--- config.mk ---
export PLATFORM = sky130hd
export DESIGN_NAME = avmm_sdram_arbiter
export DESIGN_NICKNAME = d
export VERILOG_FILES = /design/src/rtl/kyogenrv_avmm_pkg.sv /design/src/rtl/avmm_id_fifo.sv /design/src/rtl/avmm_sdram_arbiter.sv
export SDC_FILE = /design/constraint.sdc
export NUM_CORES = 1
export LEC_CHECK = 0
export ABC_AREA = 1
export BUFFER_PORTS_ARGS = -buffer_cell sky130_fd_sc_hd__buf_2
export CORE_AREA = 2 2 115 117
export DETAILED_ROUTE_END_ITERATION = 12
export DIE_AREA = 0 0 117 119
export HOLD_SLACK_MARGIN = 0.12
export SKIP_LAST_GASP = 1
export SYNTH_ARGS = -nofsm -noshare
export SYNTH_HDL_FRONTEND = slang
export SYNTH_HIERARCHICAL = 1
export SYNTH_SLANG_ARGS = --single-unit
export TNS_END_PERCENT = 30
--- constraint.sdc ---
create_clock -name clk_riscv -period 4.87 [get_ports clk_riscv]
set_input_delay 0.2435 -clock clk_riscv [delete_from_list [all_inputs] [get_ports clk_riscv]]
set_output_delay 0.2435 -clock clk_riscv [all_outputs]
set_load 0.02 [all_outputs]
--- src/rtl/kyogenrv_avmm_pkg.sv ---
// Shared types and default sizing for the KyogenRV Avalon-MM SDRAM arbiter.
package kyogenrv_avmm_pkg;

  localparam int DEF_ADDR_W = 24;
  localparam int DEF_DATA_W = 32;
  localparam int DEF_MAX_RD = 4;

  typedef logic master_id_t;

  typedef enum logic {
    IDLE = 1'b0,
    LOCK = 1'b1
  } arb_state_t;

endpackage

--- src/rtl/avmm_id_fifo.sv ---
// Small FIFO of master IDs, one entry per outstanding read, popped as read data returns.
module avmm_id_fifo
  import kyogenrv_avmm_pkg::*;
#(
  parameter int DEPTH = DEF_MAX_RD
) (
  input  logic                   clk_riscv,
  input  logic                   rst_in,
  input  logic                   push,
  input  master_id_t             push_id,
  input  logic                   pop,
  output master_id_t             head_id,
  output logic                   full,
  output logic                   empty,
  output logic [$clog2(DEPTH):0] count
);

  localparam int PTR_W = $clog2(DEPTH);
  localparam int CNT_W = PTR_W + 1;
  localparam logic [CNT_W-1:0] FULL_CNT = CNT_W'(DEPTH);

  master_id_t       mem [DEPTH];
  logic [PTR_W-1:0] wr_ptr;
  logic [PTR_W-1:0] rd_ptr;
  logic             push_ok;
  logic             pop_ok;

  // A push into a full FIFO is only legal when the head leaves in the same cycle.
  assign pop_ok  = pop & ~empty;
  assign push_ok = push & (~full | pop_ok);
  assign full    = (count == FULL_CNT);
  assign empty   = (count == '0);
  assign head_id = mem[rd_ptr];

  always_ff @(posedge clk_riscv) begin
    if (push_ok) mem[wr_ptr] <= push_id;
  end

  always_ff @(posedge clk_riscv or negedge rst_in) begin
    if (!rst_in) begin
      wr_ptr <= '0;
      rd_ptr <= '0;
      count  <= '0;
    end else begin
      if (push_ok) wr_ptr <= wr_ptr + 1'b1;
      if (pop_ok)  rd_ptr <= rd_ptr + 1'b1;
      case ({push_ok, pop_ok})
        2'b10:   count <= count + 1'b1;
        2'b01:   count <= count - 1'b1;
        default: count <= count;
      endcase
    end
  end

endmodule

--- src/rtl/avmm_sdram_arbiter.sv ---
// Two-master Avalon-MM arbiter (ifetch, data) in front of one SDRAM controller,
// with round-robin grant, command locking under waitrequest and in-order read routing.
module avmm_sdram_arbiter
  import kyogenrv_avmm_pkg::*;
#(
  parameter int ADDR_W = DEF_ADDR_W,
  parameter int DATA_W = DEF_DATA_W,
  parameter int MAX_RD = DEF_MAX_RD
) (
  input  logic                    clk_riscv,
  input  logic                    rst_in,
  input  logic [ADDR_W-1:0]       m0_address,
  input  logic                    m0_read,
  input  logic                    m0_write,
  input  logic [DATA_W-1:0]       m0_writedata,
  input  logic [DATA_W/8-1:0]     m0_byteenable,
  output logic                    m0_waitrequest,
  output logic [DATA_W-1:0]       m0_readdata,
  output logic                    m0_readdatavalid,
  input  logic [ADDR_W-1:0]       m1_address,
  input  logic                    m1_read,
  input  logic                    m1_write,
  input  logic [DATA_W-1:0]       m1_writedata,
  input  logic [DATA_W/8-1:0]     m1_byteenable,
  output logic                    m1_waitrequest,
  output logic [DATA_W-1:0]       m1_readdata,
  output logic                    m1_readdatavalid,
  output logic [ADDR_W-1:0]       s_address,
  output logic                    s_read,
  output logic                    s_write,
  output logic [DATA_W-1:0]       s_writedata,
  output logic [DATA_W/8-1:0]     s_byteenable,
  input  logic                    s_waitrequest,
  input  logic [DATA_W-1:0]       s_readdata,
  input  logic                    s_readdatavalid,
  output logic [$clog2(MAX_RD):0] rd_pending
);

  arb_state_t state;
  master_id_t owner;
  master_id_t last_grant;
  master_id_t sel;
  master_id_t head_id;
  logic       sel_valid;
  logic       sel_read;
  logic       sel_write;
  logic       req0;
  logic       req1;
  logic       accept;
  logic       fifo_full;
  logic       fifo_empty;
  logic       pop_now;
  logic       rd_blocked;

  // Reads stall only while the ID FIFO is full and nothing retires this cycle.
  // A master driving read and write together is a write, which is never blocked.
  assign pop_now    = s_readdatavalid & ~fifo_empty;
  assign rd_blocked = fifo_full & ~pop_now;
  assign req0       = rst_in & (m0_write | (m0_read & ~rd_blocked));
  assign req1       = rst_in & (m1_write | (m1_read & ~rd_blocked));

  always_comb begin
    sel       = 1'b0;
    sel_valid = 1'b0;
    if (state == LOCK) begin
      sel       = owner;
      sel_valid = owner ? req1 : req0;
    end else if (req0 && req1) begin
      sel       = ~last_grant;
      sel_valid = 1'b1;
    end else if (req1) begin
      sel       = 1'b1;
      sel_valid = 1'b1;
    end else if (req0) begin
      sel_valid = 1'b1;
    end
  end

  assign sel_write    = sel ? m1_write : m0_write;
  assign sel_read     = sel ? m1_read  : m0_read;
  assign s_write      = sel_valid & sel_write;
  assign s_read       = sel_valid & sel_read & ~sel_write;
  assign s_address    = sel_valid ? (sel ? m1_address    : m0_address)    : '0;
  assign s_writedata  = sel_valid ? (sel ? m1_writedata  : m0_writedata)  : '0;
  assign s_byteenable = sel_valid ? (sel ? m1_byteenable : m0_byteenable) : '0;

  assign accept         = sel_valid & ~s_waitrequest;
  assign m0_waitrequest = ~(accept & (sel == 1'b0));
  assign m1_waitrequest = ~(accept & (sel == 1'b1));

  assign m0_readdata      = s_readdata;
  assign m1_readdata      = s_readdata;
  assign m0_readdatavalid = pop_now & (head_id == 1'b0);
  assign m1_readdatavalid = pop_now & (head_id == 1'b1);

  // Hold the owner until its command is taken; an abandoned command just drops the lock.
  always_ff @(posedge clk_riscv or negedge rst_in) begin
    if (!rst_in) begin
      state      <= IDLE;
      owner      <= 1'b0;
      last_grant <= 1'b1;
    end else begin
      case (state)
        IDLE: begin
          if (sel_valid && s_waitrequest) begin
            state <= LOCK;
            owner <= sel;
          end else if (accept) begin
            last_grant <= sel;
          end
        end
        LOCK: begin
          if (!sel_valid) begin
            state <= IDLE;
          end else if (accept) begin
            state      <= IDLE;
            last_grant <= owner;
          end
        end
      endcase
    end
  end

  avmm_id_fifo #(
    .DEPTH(MAX_RD)
  ) u_id_fifo (
    .clk_riscv(clk_riscv),
    .rst_in   (rst_in),
    .push     (accept & s_read),
    .push_id  (sel),
    .pop      (pop_now),
    .head_id  (head_id),
    .full     (fifo_full),
    .empty    (fifo_empty),
    .count    (rd_pending)
  );

endmodule
### Word level (Yosys, flattened, before mapping)

Memory sizes are Yosys's and may differ from the RTL's.
Cells that the tools add are included.
Widths: inputs -> output; s select.

* memories kept: 1
* bits of input ports: 160
* logic and storage cells: 84
* flip-flop bits (word level): 10
* RAM bits: 4
* output and inout bits: 133

Memories
* u_id_fifo.mem: depth 4, bits a word 1, rd ports 1, clocked after Yosys merged registers in 0, wr ports 1, RTL line avmm_id_fifo.sv:22 `master_id_t mem [DEPTH];`

* reductions and logical operators: 6
* bitwise gates (word level): 32
* eq/ne operators: 7
* $add $sub $neg: 4
* multiplexer cells: 28

Operators by type and width (count)
* $mux 32: 2
* $mux 24: 2
* $mux 1: 19
* $and 1x1->1: 17
* $not 1->1: 12
* $mux 4: 2
* $pmux 3 s2: 1
* $add 2x1->2 const B: 2
* $ne 2x1->1 const B: 2
* $ne 2x2->1 const B: 2
* $pmux 1 s2: 2
* $reduce_and 4->1: 1
* $add 3x1->3 const B: 1
* $eq 3x3->1 const B: 1
* $logic_not 3->1: 1
* $or 1x1->1: 3
* $sub 3x1->3 const B: 1
* $eq 2x1->1 const B: 1
* $eq 2x2->1 const B: 1
* $logic_and 1x1->1: 2
* $reduce_and 2->1: 1
* $reduce_bool 2->1: 1

### Logic depth before layout (Yosys ltp)

* depth after elaboration: 19
* mapped depth: 23
* mapped depth without buffers: 22

### Modules after synthesis

The synthesis kept the hierarchy.

Modules (own cells, without submodules)
* avmm_sdram_arbiter: instances 1, cells an instance 312, seq. area each 76.3 um^2, area each 1849.3 um^2
* avmm_id_fifo: instances 1, cells an instance 65, seq. area each 295.3 um^2, area each 618.1 um^2

### Worst setup path before layout

No wires, ideal clock.

* kind: reg-to-reg
* start: register u_id_fifo.count[2]
* end: register u_id_fifo.count[1]
* data required time: 4.794 ns
* slack: 2.212 ns
* arrival: 2.581 ns
* clock period less this slack: 2.658 ns
* cell stages (with the launch flop): 21
* path buffers: 1
* setup time: 0.076 ns
* cell sequence: dfrtp_1 > inv_1 > nand2_2 > inv_1 > inv_1 > nand2_2 > nand2_2 > nand2_2 > a21oi_4 > nand2_2 > nand2_4 > buf_12 > nand2_1 > nand2_1 > nand2_1 > nor2_1 > nand3b_2 > fa_1 > inv_1 > nand2_1 > o21ai_1

* word-level cells in the longest chain between the ends: 19
* elaborated cells on any way between the ends: 37
* classes of those cells: eq/ne: 3; mux: 11; bitwise: 20; reduce/logical: 3

Ends and longest elaborated chain
* start: declaration: RTL line avmm_id_fifo.sv:15 `output logic [$clog2(DEPTH):0] count`
* start signal: assignment: RTL line avmm_id_fifo.sv:48 `2'b10: count <= count + 1'b1;`
* start signal: assignment: RTL line avmm_id_fifo.sv:49 `2'b01: count <= count - 1'b1;`
* start signal: assignment: RTL line avmm_id_fifo.sv:50 `default: count <= count;`
* $logic_not 3->1 *: RTL line avmm_id_fifo.sv:32 `assign empty = (count == '0);`
* net fifo_empty: RTL line avmm_sdram_arbiter.sv:51 `logic fifo_empty;`
* $not 1->1 *: RTL line avmm_id_fifo.sv:29, avmm_sdram_arbiter.sv:57
* $and 1x1->1: RTL line avmm_sdram_arbiter.sv:57 `assign pop_now = s_readdatavalid & ~fifo_empty;`
* $not 1->1: RTL line avmm_sdram_arbiter.sv:58 `assign rd_blocked = fifo_full & ~pop_now;`
* $and 1x1->1: RTL line avmm_sdram_arbiter.sv:58
* $not 1->1: RTL line avmm_sdram_arbiter.sv:59, avmm_sdram_arbiter.sv:60
* $and 1x1->1 (on tied branches): RTL line avmm_sdram_arbiter.sv:59, avmm_sdram_arbiter.sv:60
* [... 4 more ...]
* $mux 1 (on tied branches): RTL line avmm_sdram_arbiter.sv:68, avmm_sdram_arbiter.sv:65
* $mux 1 (on tied branches): RTL line avmm_sdram_arbiter.sv:65, avmm_sdram_arbiter.sv:79, avmm_sdram_arbiter.sv:80
* $and 1x1->1 / $not 1->1 (equally long branches): RTL line avmm_sdram_arbiter.sv:82 `assign s_read = sel_valid & sel_read & ~sel_write;`
* $and 1x1->1: RTL line avmm_sdram_arbiter.sv:82
* $and 1x1->1: RTL line avmm_sdram_arbiter.sv:129 `.push (accept & s_read),`
* $and 1x1->1: RTL line avmm_id_fifo.sv:30 `assign push_ok = push & (~full | pop_ok);`
* $eq 2x1->1 / $eq 2x2->1 (equally long branches): RTL line avmm_id_fifo.sv:47 `case ({push_ok, pop_ok})`
* $pmux 3 s2 / $reduce_bool 2->1 (equally long branches)

Mark *: on every way through the listed nets, which the timed path passes. The rest lies on a longest branch.
A chain may end at the register's enable or synchronous reset.

### Worst setup path after layout

* start: input rst_in
* end: output s_writedata[5]

* word-level cells in the longest chain between the ends: 6
* elaborated cells on any way between the ends: 13
* classes of those cells: mux: 10; bitwise: 2; reduce/logical: 1

Ends and longest elaborated chain
* start: declaration: RTL line avmm_sdram_arbiter.sv:11 `input logic rst_in,`
* $and 1x1->1 (on tied branches): RTL line avmm_sdram_arbiter.sv:60, avmm_sdram_arbiter.sv:59
* $mux 1 (tied with other cells): RTL line avmm_sdram_arbiter.sv:71 `end else if (req1) begin`
* $mux 1 (on tied branches): RTL line avmm_sdram_arbiter.sv:68, avmm_sdram_arbiter.sv:71
* $mux 1 (on tied branches): RTL line avmm_sdram_arbiter.sv:65, avmm_sdram_arbiter.sv:68
* $mux 32 / $mux 1 (equally long branches): RTL line avmm_sdram_arbiter.sv:84, avmm_sdram_arbiter.sv:65
* $mux 32 *: RTL line avmm_sdram_arbiter.sv:84 `assign s_writedata = sel_valid ? (sel ? m1_writedata : m0_writedata) : '0;`
* end: declaration: RTL line avmm_sdram_arbiter.sv:31 `output logic [DATA_W-1:0] s_writedata,`

Mark *: on every way between the ends. The rest lies on a longest branch, timed or not.

==> metrics.txt <==
status=completed; CTS tree=yes; DIE HEIGHT=around 120 um; CP Max Fanout=34; RSZ-0062 raised after global routing=false; via/cell ratio=roughly 3.9; die area=0.0139 mm^2; Worst Setup End Kind=output pin; critical path class=input port to output pin; P_leak=0.00175 uW; Final WS setup=approximately 1800 ps; GR Util All Layers=0.107; total clock sinks=14; sequential share of the synthesized area=0.151; antenna violations before repair=0; maximum clock path buffer count=2; critical path startpoint category=input port; most area-consuming cells after synthesis=buf_4, nor2_1, o21ai_2, dfrtp_1, o21ai_1; Final nets=roughly 670; vias in the first global route=approximately 2400; Detail Route Antenna Nets=0; ys flop type=dfrtp_1; detailed-route DRC error count=0; initial core utilization=0.192; dpl hpwl=6.88 mm; Async SR Flop Fraction=0.714; HP Class=input port to register; width of the die=~120 um; top-count cell post-synth=nor2_1; PortBufs=about 200; Clk pin slew, worst setup/hold paths=approximately 50 ps; Worst Path Required=about 4600 ps; Vias=2625; fraction of layout cells with a size suffix above 1=0.525; most frequent cells after synthesis=nor2_1, buf_4, o21ai_1, o21ai_2, nand2_1; Slew @ Worst Pin=roughly 670 ps; Worst slew margin=0.551; Yosys reg bits=14; leading area contributor after synthesis=buf_4; Post-synth EDFFs=4; Fin Clk Skew=about 1.6 ps; # IOs=between 200 and 300; Fin. Hold Viols=0; clock root cell=clkbuf_16; first-pass GRT wire length=about 12 mm; Cell Pwr Density=about 430 mW/mm^2; CTS H-Tree Depth=1; Tot Pwr=between 1000 and 1500 uW; routed length per instance=between 10 and 15 um; synthesized net count=542; post-layout minimum cycle time=~3100 ps; Skew-Pair Late Insertion Delay=about 240 ps; pre-CTS setup slack=about 1900 ps; Critical Path AT=between 2000 and 3000 ps; total length of routed wires=between 8 and 9 mm; DRT Pass-1 Iters=4; GPL Wtd Cong=approximately 0.76; row count=42; largest net degree at the start of global routing=37; maximum VDD drop=0.312 mV; core area=~0.013 mm^2; Final Setup Violations=0; number of max-cap violations=0; Max Slew Vio Count=0; synthesis-to-layout area growth=26.5%; # diodes=0; Cell variety after synth=30; synthesized cell area=0.00247 mm^2; Warnings, synthesis=6; initial drt markers=69; Peak Freq=roughly 0.32 GHz; Synth Area per Inst=around 6.5 um^2; Post-Syn Instances=~380; area share of the largest cell type after synthesis=0.198; GRT overflow=0; post-CTS sizing=0; period utilisation layout=0.632; CTS Buf Count=3; Setup TNS Final=0 ps
## metal layers
layer / global-route usage / share of wire
met5: 0 / 0
met4: 0.0221 / 0.013
met3: 0.0453 / 0.13
met2: 0.181 / 0.44
met1: 0.124 / 0.42
## where the power goes
part	total, uW	internal, uW	switching (uW)
clock network	174	125	49.8
logic	973	318	655
registers	203	166	36.9
total	1350	608	742
## worst max-delay path: stages
cell           delay (ps)
dlygate4sd3_1         510
buf_2                 280
nand2_1               140
a21oi_4               150
inv_2                  40
nand2_2               480
buf_4                 490
o21ai_1               140
nor2_1                150
buf_2                 180
## cell families after synthesis
kind of cell,after synthesis,share of synthesized area
adders and majority gates,5,0.0284
and+or+nand+nor,180,0.311
DFF,14,0.151
buffers and inverters,108,0.312
AOI/OAI and AO/OA,68,0.191
xor gates and xnor gates,2,0.00710
## stage by stage
step / instance area (um^2) / std cells / hold WS, ps / util
floorplan: 2470 / 377 / -52.1 / -
global placement: 3020 / 670 / 135 / 0.235
detailed placement: 3020 / 670 / 143 / 0.235
CTS: 3120 / 675 / 257 / 0.242
global route: 3120 / 675 / 274 / 0.242
finish: 3120 / 675 / 255 / 0.242
## final timing paths
| kind | end | slack, ps | from | depth (start not counted) |
|---|---|---|---|---|
| max | s_writedata[5] | 1790 | rst_in | 10 |
| min | state | 260 | s_waitrequest | 3 |
| max reg2reg | u_id_fifo/count[1] | 1860 | u_id_fifo/count[2] | 17 |
| min reg2reg | last_grant | 500 | last_grant | 2 |
| max in group asynchronous | last_grant | 4190 | rst_in | 2 |
| min in group asynchronous | u_id_fifo/wr_ptr[0] | 400 | rst_in | 2 |
## what timing repair did
action                    4_1_cts  5_1_grt
hold endpoints to repair        9        0
hold buffers                    1        0
setup buffers                   0        0
## state kept, by name, indices dropped and copies added, names as in the netlist
signal            count
u_id_fifo/mem         4
u_id_fifo/count       3
u_id_fifo/rd_ptr      2
u_id_fifo/wr_ptr      2
last_grant            1
owner                 1
state                 1
## layout make-up
type | instances | area (um^2)
Multi-Input combinational cell | 255 | 1330
Sequential cell | 14 | 372
Tap cell | 176 | 220
Timing Repair Buffer | 201 | 1020
Fill cell | 1474 | 9750
Clock buffer | 4 | 88.8
Inverter | 25 | 93.8
## placed cells by master, fill, tap and decap left out
master           n
a21oi_1          3
a21oi_4          1
a32oi_1          1
buf_2          196
buf_4            4
clkbuf_16        3
clkbuf_8         1
dfrtp_1          9
dfstp_2          1
dlygate4sd3_1    1
edfxtp_1         4
fa_1             1
ha_1             4
inv_1           23
inv_2            2
nand2_1         27
nand2_2         10
nand2_4          1
nand3_1          5
nand3_2          1
nand3b_1         1
nand3b_2         1
nor2_1         122
nor2_2          11
nor2_4           1
o21ai_0          3
o21ai_1         31
o21ai_2         28
o21ai_4          1
xor2_1           2
No activity file was read; power rests on OpenSTA's default activity.
